==> src/rtl/execute_alu_operand_ctrl_pkg.sv <==
// rtl/execute_alu_operand_ctrl_pkg.sv - Y86-64 icode constants, ALU function enum and width default
package y86_pkg;

    localparam int WIDTH_DEFAULT = 64;

    localparam logic [3:0] IHALT   = 4'h0;
    localparam logic [3:0] INOP    = 4'h1;
    localparam logic [3:0] IRRMOVQ = 4'h2;
    localparam logic [3:0] IIRMOVQ = 4'h3;
    localparam logic [3:0] IRMMOVQ = 4'h4;
    localparam logic [3:0] IMRMOVQ = 4'h5;
    localparam logic [3:0] IOPQ    = 4'h6;
    localparam logic [3:0] IJXX    = 4'h7;
    localparam logic [3:0] ICALL   = 4'h8;
    localparam logic [3:0] IRET    = 4'h9;
    localparam logic [3:0] IPUSHQ  = 4'hA;
    localparam logic [3:0] IPOPQ   = 4'hB;

    typedef enum logic [1:0] {
        ALU_ADD = 2'd0,
        ALU_SUB = 2'd1,
        ALU_AND = 2'd2,
        ALU_XOR = 2'd3
    } alufun_e;

endpackage

==> src/rtl/execute_alu_operand_ctrl_if.sv <==
// rtl/execute_alu_operand_ctrl_if.sv - decode inputs and registered ALU operand outputs
interface execute_alu_operand_ctrl_if #(
    parameter int WIDTH = 64
);
    logic             en;
    logic [3:0]       icode;
    logic [3:0]       ifun;
    logic [WIDTH-1:0] valA;
    logic [WIDTH-1:0] valB;
    logic [WIDTH-1:0] valC;
    logic [WIDTH-1:0] aluA;
    logic [WIDTH-1:0] aluB;
    logic [1:0]       alufun;
    logic             out_valid;

    // Upstream decode stage drives instruction fields, observes ALU operands
    modport master (
        output en, icode, ifun, valA, valB, valC,
        input  aluA, aluB, alufun, out_valid
    );

    // Operand selector consumes instruction fields, produces ALU operands
    modport slave (
        input  en, icode, ifun, valA, valB, valC,
        output aluA, aluB, alufun, out_valid
    );
endinterface

==> src/rtl/execute_alu_operand_ctrl_mux.sv <==
// rtl/execute_alu_operand_ctrl_mux.sv - combinational icode/ifun decode of ALU operands and function
module alu_operand_mux
    import y86_pkg::*;
#(
    parameter int WIDTH      = WIDTH_DEFAULT,
    parameter int STACK_STEP = 8
) (
    input  logic [3:0]       icode,
    input  logic [3:0]       ifun,
    input  logic [WIDTH-1:0] valA,
    input  logic [WIDTH-1:0] valB,
    input  logic [WIDTH-1:0] valC,
    output logic [WIDTH-1:0] alu_a,
    output logic [WIDTH-1:0] alu_b,
    output alufun_e          alufun
);

    localparam logic [WIDTH-1:0] STEP_POS = WIDTH'(STACK_STEP);
    localparam logic [WIDTH-1:0] STEP_NEG = '0 - STEP_POS;

    // Operand/function decode; unlisted icodes fall through to zero / ADD
    always_comb begin
        alu_a  = '0;
        alu_b  = '0;
        alufun = ALU_ADD;
        case (icode)
            IRRMOVQ, IOPQ:            alu_a = valA;
            IIRMOVQ, IRMMOVQ, IMRMOVQ: alu_a = valC;
            ICALL, IPUSHQ:            alu_a = STEP_NEG;
            IRET, IPOPQ:              alu_a = STEP_POS;
            default:                  alu_a = '0;
        endcase
        case (icode)
            IRMMOVQ, IMRMOVQ, IOPQ, ICALL, IRET, IPUSHQ, IPOPQ: alu_b = valB;
            default:                                           alu_b = '0;
        endcase
        // Illegal OPq function codes silently execute as ADD
        if (icode == IOPQ && ifun < 4'd4) begin
            alufun = alufun_e'(ifun[1:0]);
        end
    end

endmodule

==> src/rtl/execute_alu_operand_ctrl.sv <==
// rtl/execute_alu_operand_ctrl.sv - execute-stage ALU operand selector with stall-able output register
module execute_alu_operand_ctrl
    import y86_pkg::*;
#(
    parameter int WIDTH      = WIDTH_DEFAULT,
    parameter int STACK_STEP = 8
) (
    input  logic                             clk,
    input  logic                             rst_n,
    execute_alu_operand_ctrl_if.slave        bus
);

    logic [WIDTH-1:0] mux_a;
    logic [WIDTH-1:0] mux_b;
    alufun_e          mux_fun;

    logic [WIDTH-1:0] alu_a_q, alu_a_d;
    logic [WIDTH-1:0] alu_b_q, alu_b_d;
    alufun_e          alufun_q, alufun_d;
    logic             out_valid_q, out_valid_d;

    alu_operand_mux #(
        .WIDTH      (WIDTH),
        .STACK_STEP (STACK_STEP)
    ) u_mux (
        .icode  (bus.icode),
        .ifun   (bus.ifun),
        .valA   (bus.valA),
        .valB   (bus.valB),
        .valC   (bus.valC),
        .alu_a  (mux_a),
        .alu_b  (mux_b),
        .alufun (mux_fun)
    );

    // Capture the decoded selection when enabled, otherwise hold (stall)
    always_comb begin
        alu_a_d     = alu_a_q;
        alu_b_d     = alu_b_q;
        alufun_d    = alufun_q;
        out_valid_d = out_valid_q;
        if (bus.en) begin
            alu_a_d     = mux_a;
            alu_b_d     = mux_b;
            alufun_d    = mux_fun;
            out_valid_d = 1'b1;
        end
    end

    // Output register; reset clears immediately without waiting for a clock
    always_ff @(posedge clk or negedge rst_n) begin
        if (!rst_n) begin
            alu_a_q     <= '0;
            alu_b_q     <= '0;
            alufun_q    <= ALU_ADD;
            out_valid_q <= 1'b0;
        end else begin
            alu_a_q     <= alu_a_d;
            alu_b_q     <= alu_b_d;
            alufun_q    <= alufun_d;
            out_valid_q <= out_valid_d;
        end
    end

    assign bus.aluA      = alu_a_q;
    assign bus.aluB      = alu_b_q;
    assign bus.alufun    = alufun_q;
    assign bus.out_valid = out_valid_q;

endmodule

==> src/flat_wrapper.sv <==
// flat-port wrapper written by rule: the top's interface ports become plain ports
module execute_alu_operand_ctrl_flat import y86_pkg::*;
#(
    parameter int WIDTH      = WIDTH_DEFAULT,
    parameter int STACK_STEP = 8
)
  (clk, rst_n, bus_en, bus_icode, bus_ifun, bus_valA, bus_valB, bus_valC, bus_aluA, bus_aluB, bus_alufun, bus_out_valid);
  execute_alu_operand_ctrl_if #(.WIDTH(WIDTH)) bus_i ();
  input  logic clk;
  input  logic rst_n;
  input wire logic [$bits(bus_i.en)-1:0] bus_en;
  input wire logic [$bits(bus_i.icode)-1:0] bus_icode;
  input wire logic [$bits(bus_i.ifun)-1:0] bus_ifun;
  input wire logic [$bits(bus_i.valA)-1:0] bus_valA;
  input wire logic [$bits(bus_i.valB)-1:0] bus_valB;
  input wire logic [$bits(bus_i.valC)-1:0] bus_valC;
  output wire logic [$bits(bus_i.aluA)-1:0] bus_aluA;
  output wire logic [$bits(bus_i.aluB)-1:0] bus_aluB;
  output wire logic [$bits(bus_i.alufun)-1:0] bus_alufun;
  output wire logic [$bits(bus_i.out_valid)-1:0] bus_out_valid;
  assign bus_i.en = bus_en;
  assign bus_i.icode = bus_icode;
  assign bus_i.ifun = bus_ifun;
  assign bus_i.valA = bus_valA;
  assign bus_i.valB = bus_valB;
  assign bus_i.valC = bus_valC;
  assign bus_aluA = bus_i.aluA;
  assign bus_aluB = bus_i.aluB;
  assign bus_alufun = bus_i.alufun;
  assign bus_out_valid = bus_i.out_valid;
  execute_alu_operand_ctrl #(.WIDTH(WIDTH), .STACK_STEP(STACK_STEP)) u_core (.clk(clk), .rst_n(rst_n), .bus(bus_i));
endmodule
==> config.mk <==
export PLATFORM = sky130hd
export DESIGN_NAME = execute_alu_operand_ctrl_flat
export DESIGN_NICKNAME = d
export VERILOG_FILES = /design/src/rtl/execute_alu_operand_ctrl_pkg.sv /design/src/rtl/execute_alu_operand_ctrl_if.sv /design/src/rtl/execute_alu_operand_ctrl_mux.sv /design/src/rtl/execute_alu_operand_ctrl.sv /design/src/flat_wrapper.sv
export SDC_FILE = /design/constraint.sdc
export NUM_CORES = 1
export LEC_CHECK = 0
export ABC_AREA = 1
export CAP_MARGIN = 10
export CORE_AREA = 2 2 128 130
export DETAILED_ROUTE_END_ITERATION = 10
export DIE_AREA = 0 0 130 132
export PLACE_DENSITY_LB_ADDON = 0.08
export SLEW_MARGIN = 10
export SYNTH_ARGS = -nofsm -noshare
export SYNTH_HDL_FRONTEND = slang
export SYNTH_SLANG_ARGS = --single-unit
==> constraint.sdc <==
create_clock -name clk -period 2 [get_ports clk]
set_input_delay 0.4 -clock clk [delete_from_list [all_inputs] [get_ports clk]]
set_output_delay 0.4 -clock clk [all_outputs]
set_load 0.01 [all_outputs]
---- Word-level counts from Yosys, hierarchy flattened ----
Cells that the tools add are included.
storage, ports and cells
  input bits .............................. 203
  register bits ........................... 131
  output and inout bits ................... 131
operators by class
  order comparisons ....................... 1
  equal/unequal tests ..................... 9
  reduce and logical (&&, ||, !) cells .... 6
  multiplexer cells ....................... 3
operator list
  cell                count
  $pmux 64 s4         1
  $mux 64             1
  $eq 4x4->1 const B  4
  $eq 4x3->1 const B  3
  $eq 4x2->1 const B  2
  $reduce_or 7->1     1
  $reduce_or 2->1     3
  $lt 4x3->1 const B  1
  $reduce_or 3->1     1
  $mux 2              1
  $logic_and 1x1->1   1

---- Depth between registers and ports, before layout ----
Gate-level depths: netlist (run 1).
  depth after elaboration ................. 3
  mapped depth ............................ 8
  gate-level depth less buffers ........... 7

---- By module ----
A second synthesis (run 1) with hierarchy kept.
second synthesis, totals
  cell total of the unflattened synthesis .. 920
  area total of the unflattened synthesis .. 6568.8 µm²
by module, submodules not included
  module                    seq. area each (µm²)  cells an instance  instances  area an instance (µm²)
  execute_alu_operand_ctrl  3278.1                552                1          4968.5
  alu_operand_mux           0.0                   368                1          1600.3

---- Least setup slack after synthesis (run 1) ----
Ideal clock, no wire load.
  kind .................................... input to register
  from .................................... input port bus_icode[3]
  to ...................................... register u_core.alu_a_q[16] (netlist: u_core.bus.aluA[16])
  required time ........................... 1.934 ns
  cell stages on the path ................. 7
  path buffers ............................ 2
  arrival ................................. 1.228 ns
  path slack .............................. 0.707 ns
  cell sequence ........................... clkbuf_2 -> a21oi_4 -> buf_6 -> nand3_2 -> nand3_1 -> nand2_1 -> nand2_1
on the way
  cells in the longest elaborated chain, start to end .. 3
  elaborated cells between the ends (all ways) .. 14
  those cells by class .................... 9 x eq/ne; 1 x mux; 4 x reduce/logical
ends and longest elaborated chain
  element                                             line                                source
  from (decl)                                         flat_wrapper.sv:12                  input wire logic [$bits(bus_i.icode)-1:0] bus_icode;
  $eq 4x3->1 (tied with other cells)                  execute_alu_operand_ctrl_mux.sv:26  case (icode)
  $reduce_or 3->1 or $reduce_or 2->1 (tied branches)  execute_alu_operand_ctrl_mux.sv:26
  $pmux 64 s4 (*)                                     execute_alu_operand_ctrl_mux.sv:26
  to (signal assigned)                                execute_alu_operand_ctrl.sv:58      alu_a_q <= alu_a_d;
  to (decl)                                           execute_alu_operand_ctrl.sv:17      logic [WIDTH-1:0] alu_a_q, alu_a_d;
Mark *: on every way between the ends. The rest lies on a longest branch, timed or not.
A chain may end at the register's enable or synchronous reset.

---- Final worst setup path (run 1) ----
  from .................................... register u_core.alu_b_q[39] (netlist: u_core.bus.aluB[39])
  to ...................................... output port bus_aluB[39]
RTL lines
  element                 line                            source
  from (decl)             execute_alu_operand_ctrl.sv:18  logic [WIDTH-1:0] alu_b_q, alu_b_d;
  from (signal assigned)  execute_alu_operand_ctrl.sv:59  alu_b_q <= alu_b_d;
  to (decl)               flat_wrapper.sv:18              output wire logic [$bits(bus_i.aluB)-1:0] bus_aluB;
No word-level cell between the ends.

==> results_dict.tcl, run 1 <==
set metrics [dict create \
    overflow 0 \
    fin_skew_ps 0 \
    worstPathMaxFanout 2 \
    yosys.area.top_type_share_pct 52.3 \
    grt_pass1_vias 6363 \
    async_flop_share_pct 100 \
    io_buffers 333 \
    tightest_slew_ps 586 \
    yosysMostFrequentCell "nand2_1" \
    syn_avg_cell_area_um2 7.94 \
    yosys.cell_types.count 19 \
    antenna_cells 0 \
    fmax_mhz 568 \
    period_minus_slack_ps 1760 \
    nets 1306 \
    rows 46 \
    syn_inst 789 \
    fin_util_pct 66.6 \
    wirelength_mm 21.6 \
    drt_iter0_markers 316 \
    ys_seq_area_share_pct 52.3 \
    leakage_uw 0.00501 \
    netlist_top_cells_count "nand2_1, nand3_1, dfrtp_1" \
    drt-wirelength-per-cell_um 16.3 \
    die-height_um 132 \
    cts_tree "built" \
    p_per_area_mw_per_mm2 766 \
    nFillCells 1340 \
    worstPathRequired_ps 1600 \
    synth_edf_count 0 \
    maxCapViolCount 0 \
    path_clk_slew_ps 60 \
    yosysWarningCount 0 \
    critical_path.top_delay_family "buffers and inverters" \
    crit_chain "clkdlybuf4s50_1" \
    power_uw 8010 \
    drtAntennaViolNets 0 \
    die_w_um 130 \
    gp_congestion 0.766 \
    slowest_delay_ps 560 \
    top_usage_layer "met2" \
    cp_slowest_cell "clkdlybuf4s50_1" \
    start_kind "flop" \
    hp-class "input port to flop" \
    grt_util_all_layers_pct 25.6 \
    hp-start "bus_en" \
    coreArea_mm2 0.0157 \
    grt_max_degree 132 \
    path_buf_inv 1 \
    path_class "flop to primary output" \
    status "finished, final reports clean" \
    cts-resized-gates 0 \
    syn_area_mm2 0.00626 \
    slew-limit-headroom_pct 60.9 \
    dieArea_mm2 0.0172 \
    syn_nets 992 \
    multi_input_area_mm2 0.00261 \
    drive_gt1_share_pct 7.35 \
    clk_latency_ps 410 \
    area_delta_synth_final_pct 67.0 \
    grt_use_met1_pct 31.0 \
    critPathArrivalTime_ps 1360 \
    yosysTopAreaCell "dfrtp_1" \
    cts_sinks 131 \
    via_count 6406 \
    drv_slew 0 \
    ir_drop_mv 0.628 \
    met2_usage_pct 41.8 \
    route.detailed.drc 0 \
    seq_area_mm2 0.00328 \
    cp-end-kind "primary output" \
    ys_seq_elements 131 \
    hpwlAfterDp_mm 14.8 \
    rsz0062_at_grt "no" \
    grt_util_met3_pct 8.20 \
    r2r-start "u_core.bus.out_valid$_DFFE_PN0P_" \
    synth_area_leaders "dfrtp_1, nand2_1, nand3_1" \
    cts_buffers 17 \
    hold_viol_final 0 \
    htreeDepth 4 \
    cp-startpoint "u_core.bus.aluB[39]$_DFFE_PN0P_" \
    ctsLongestPathBuffers 2 \
    ys.flop_type "dfrtp_1" \
    antenna_found_initial 0 \
    setup_viol 0 \
    vias_per_cell 4.81 \
    cts_root_buffer "clkbuf_16" \
    ios 334 \
    dr.pass1.iters 5 \
    grt_pass1_wl_mm 34.1 \
    finalCritPeriodShare_pct 88.0 \
    start_util_pct 39.9 \
    fin_setup_tns_ps 0 \
]
cell families after synthesis:
family / share of synthesized area [%]
AND/OR/NAND/NOR: 41.2
flip-flops: 52.3
buffers and inverters: 6.05
AO/OA/AOI/OAI: 0.420
per-stage QoR:
step / std cells / hold WS, ps / instance area (um2) / worst slack [ps]
floorplan: 789 / 104 / 6260 / 707
CTS: 1331 / 442 / 10500 / 215
global route: 1331 / 474 / 10500 / 165
finish: 1331 / 448 / 10500 / 240
detailed placement: 1299 / 350 / 9840 / 106
global placement: 1299 / 349 / 9840 / 151
layout by cell type (no fill, tap or decap):
cell type / count
clkbuf_8: 2
clkbuf_16: 17
nor2_1: 2
nand3_1: 169
nand4_1: 1
buf_4: 8
dlygate4sd3_1: 1
bufinv_16: 3
nand2_1: 394
dfrtp_1: 131
buf_6: 1
inv_2: 1
nor2_4: 1
inv_1: 1
clkinvlp_4: 5
inv_4: 1
a21oi_4: 1
clkinv_4: 2
inv_6: 1
buf_12: 14
nand3_2: 21
clkdlybuf4s50_1: 331
nand2_2: 3
o21ai_0: 2
or2_2: 1
clkbuf_1: 1
cell type report:
class	instances	share of cell area, %
clock inverter	11	1.47
multi-input combinational	595	25.0
timing repair buffer	355	35.1
clock buffer	20	4.37
inverter	3	0.132
tap	216	2.58
sequential	131	31.3
registers in the layout, indices dropped and copies added (netlist names):
register              cells
u_core.bus.aluA          64
u_core.bus.aluB          64
u_core.bus.alufun         2
u_core.bus.out_valid      1
routing by layer:
layer,vias up,part of all wire [%]
li1,3152,-
met2,272,48
met5,-,0
met1,2941,39
met3,41,9.3
met4,0,3.1
final timing paths:
check | slack (ps) | cells after the start | to
worst min-delay path | 450 | 4 | u_core.bus.aluA[1]$_DFFE_PN0P_
worst max register to register | 1240 | 1 | u_core.bus.out_valid$_DFFE_PN0P_
worst min register to register | 470 | 2 | u_core.bus.aluB[32]$_DFFE_PN0P_
min in group asynchronous | 470 | 2 | u_core.bus.aluA[41]$_DFFE_PN0P_
max in group asynchronous | 910 | 3 | u_core.bus.aluB[28]$_DFFE_PN0P_
worst max-delay path | 240 | 1 | bus_aluB[39]
what timing repair did:
item,in CTS,in global routing
endpoints found under the hold margin,37,0
setup buffers,0,0
hold buffers,1,0
endpoints found under the setup margin,0,0
power by group:
| part | leakage [uW] | switching (uW) | internal, uW |
|---|---|---|---|
| combinational | 0.00302 | 775 | 983 |
| clock | 0.000281 | 1200 | 2030 |
| sequential | 0.00171 | 132 | 2890 |
| total | 0.00501 | 2110 | 5900 |
(Power assumes the default switching activity.)
==> run 2, diff against run 1 <==
--- a/config.mk
+++ b/config.mk
@@ -7,11 +7,15 @@
 export LEC_CHECK = 0
 export ABC_AREA = 1
 export CAP_MARGIN = 10
-export CORE_AREA = 2 2 128 130
+export CELL_PAD_IN_SITES_DETAIL_PLACEMENT = 1
+export CELL_PAD_IN_SITES_GLOBAL_PLACEMENT = 2
+export CORE_ASPECT_RATIO = 1.25
+export CORE_MARGIN = 2
+export CORE_UTILIZATION = 22
 export DETAILED_ROUTE_END_ITERATION = 10
-export DIE_AREA = 0 0 130 132
+export GPL_ROUTABILITY_DRIVEN = 0
 export PLACE_DENSITY_LB_ADDON = 0.08
-export SLEW_MARGIN = 10
+export SLEW_MARGIN = 20
 export SYNTH_ARGS = -nofsm -noshare
 export SYNTH_HDL_FRONTEND = slang
 export SYNTH_SLANG_ARGS = --single-unit
==> results_dict.tcl, run 2 (synthesis results as in run 1) <==
set metrics [dict create \
    status "finished, final reports clean" \
    route.detailed.drc 0 \
    die-height_um 193 \
    path_buf_inv 1 \
    post-cts-setup-buffers 0 \
    design_area_mm2 0.0107 \
    htreeDepth 4 \
    critical_path.top_delay_family "buffers and inverters" \
    intPower_uw 5850 \
    drtAntennaViolNets 0 \
    path_class "flop to primary output" \
    power_frac_clock_pct 40.4 \
    maxCapViolCount 0 \
    worstPathRequired_ps 1600 \
    hold_viol_final 0 \
    cts_root_buffer "clkbuf_16" \
    drt-wirelength-per-cell_um 17.5 \
    fmax_mhz 555 \
    crit_chain "clkdlybuf4s50_1" \
    ctsLongestPathBuffers 2 \
    leakage_uw 0.00502 \
    start_kind "flop" \
    cts-resized-gates 0 \
    die_w_um 155 \
    area_delta_synth_final_pct 70.2 \
    dr.pass1.iters 4 \
    most-common-layout-cells "nand2_1, clkdlybuf4s50_1, nand3_1" \
    ir_drop_mv 0.534 \
    cp_slowest_cell "clkdlybuf4s50_1" \
    antenna_found_initial 5 \
    worstPathMaxFanout 2 \
    p_sw_uw 2220 \
    holdWs_ps 382 \
    dieArea_mm2 0.0298 \
    drive_gt1_share_pct 7.77 \
    clk_latency_ps 420 \
    dp_slack_ps 77.3 \
    vias_per_cell 4.39 \
    setup_ws_ps 199 \
    cts_sinks 131 \
    slew-limit-headroom_pct 72.3 \
    pwr-share-seq_pct 37.5 \
    drv_slew 0 \
    grt_pass1_wl_mm 40.0 \
    cp-end-kind "primary output" \
    start_util_pct 22.2 \
    ios 334 \
    drt_iter0_markers 228 \
    grt_util_all_layers_pct 17.4 \
    finalCritPeriodShare_pct 90.1 \
    p_comb_share_pct 22.1 \
    fin_setup_tns_ps 0 \
    hpwlAfterDp_mm 18.0 \
    grt_pass1_vias 6905 \
    fin_skew_ps 0 \
    slowest_delay_ps 620 \
    place_area_mm2 0.0100 \
    rows 69 \
    period_minus_slack_ps 1800 \
    fin_cells 1477 \
    via_count 6484 \
    rsz0062_at_grt "no" \
    placed_cells 1441 \
    tightest_slew_ps 415 \
    wirelength_mm 25.8 \
    cts_tree "built" \
    nets 1309 \
    grt_max_degree 84 \
    io_buffers 333 \
    hp-class "input port to flop" \
    setup_viol 0 \
    overflow 0 \
    cts_buffers 17 \
    final_common_cell "nand2_1" \
    coreArea_mm2 0.0282 \
    path_clk_slew_ps 60 \
    switching_share_pct 27.5 \
    critPathArrivalTime_ps 1400 \
    p_per_area_mw_per_mm2 757 \
]
-- run 2: path summary, 6_finish.rpt --
path / slack (ps) / depth (start not counted) / from / endpoint
setup / recovery: 200 / 1 / u_core.bus.aluA[1]$_DFFE_PN0P_ / bus_aluA[1]
hold / removal: 380 / 3 / bus_en / u_core.bus.aluA[42]$_DFFE_PN0P_
setup reg to reg: 1240 / 1 / u_core.bus.out_valid$_DFFE_PN0P_ / u_core.bus.out_valid$_DFFE_PN0P_
hold reg to reg: 470 / 2 / u_core.bus.aluA[60]$_DFFE_PN0P_ / u_core.bus.aluA[60]$_DFFE_PN0P_
max in group asynchronous: 1000 / 3 / rst_n / u_core.bus.aluA[47]$_DFFE_PN0P_
min in group asynchronous: 450 / 2 / rst_n / u_core.bus.aluB[34]$_DFFE_PN0P_
-- run 2: power by group through the flow --
| stage | registers, uW | logic [uW] | clock network, uW |
|---|---|---|---|
| global placement | 3060 | 1820 | 0 |
| CTS | 3020 | 1830 | 3390 |
| detailed placement | 3070 | 1820 | 0 |
| finish | 3020 | 1780 | 3260 |
| global route | 3050 | 1960 | 3480 |
| floorplan | 3180 | 506 | 0 |
-- run 2: area by class of cell --
| type | instances | area, um2 |
|---|---|---|
| clock inverter | 11 | 125 |
| tap | 355 | 444 |
| multi-input combinational | 595 | 2610 |
| fill | 3328 | 17600 |
| antenna | 3 | 7.51 |
| timing repair buffer | 358 | 3700 |
| clock buffer | 21 | 480 |
| inverter | 3 | 13.8 |
| sequential | 131 | 3280 |
-- run 2: repair_timing --
action | 4_1_cts | 5_1_grt
hold buffers | 1 | 0
hold endpoints to repair | 29 | 0
endpoints found under the setup margin | 0 | 0
-- run 2: stage by stage --
| stage | util [%] | total power (uW) |
|---|---|---|
| 2_1_floorplan | - | 3690 |
| 3_3_place_gp | 35.5 | 4890 |
| 3_5_place_dp | 35.5 | 4890 |
| 4_1_cts | 37.7 | 8250 |
| 5_1_grt | 37.7 | 8490 |
| 6_report | 37.8 | 8060 |
-- run 2: routing by layer --
layer / GRT usage (%) / part of all wire (%) / vias to the layer above
met1: 21.4 / 43 / 3096
met5: 0 / 0.10 / -
li1: - / - / 3155
met3: 6.15 / 7.3 / 25
met2: 28.7 / 48 / 204
met4: 4.95 / 1.4 / 4
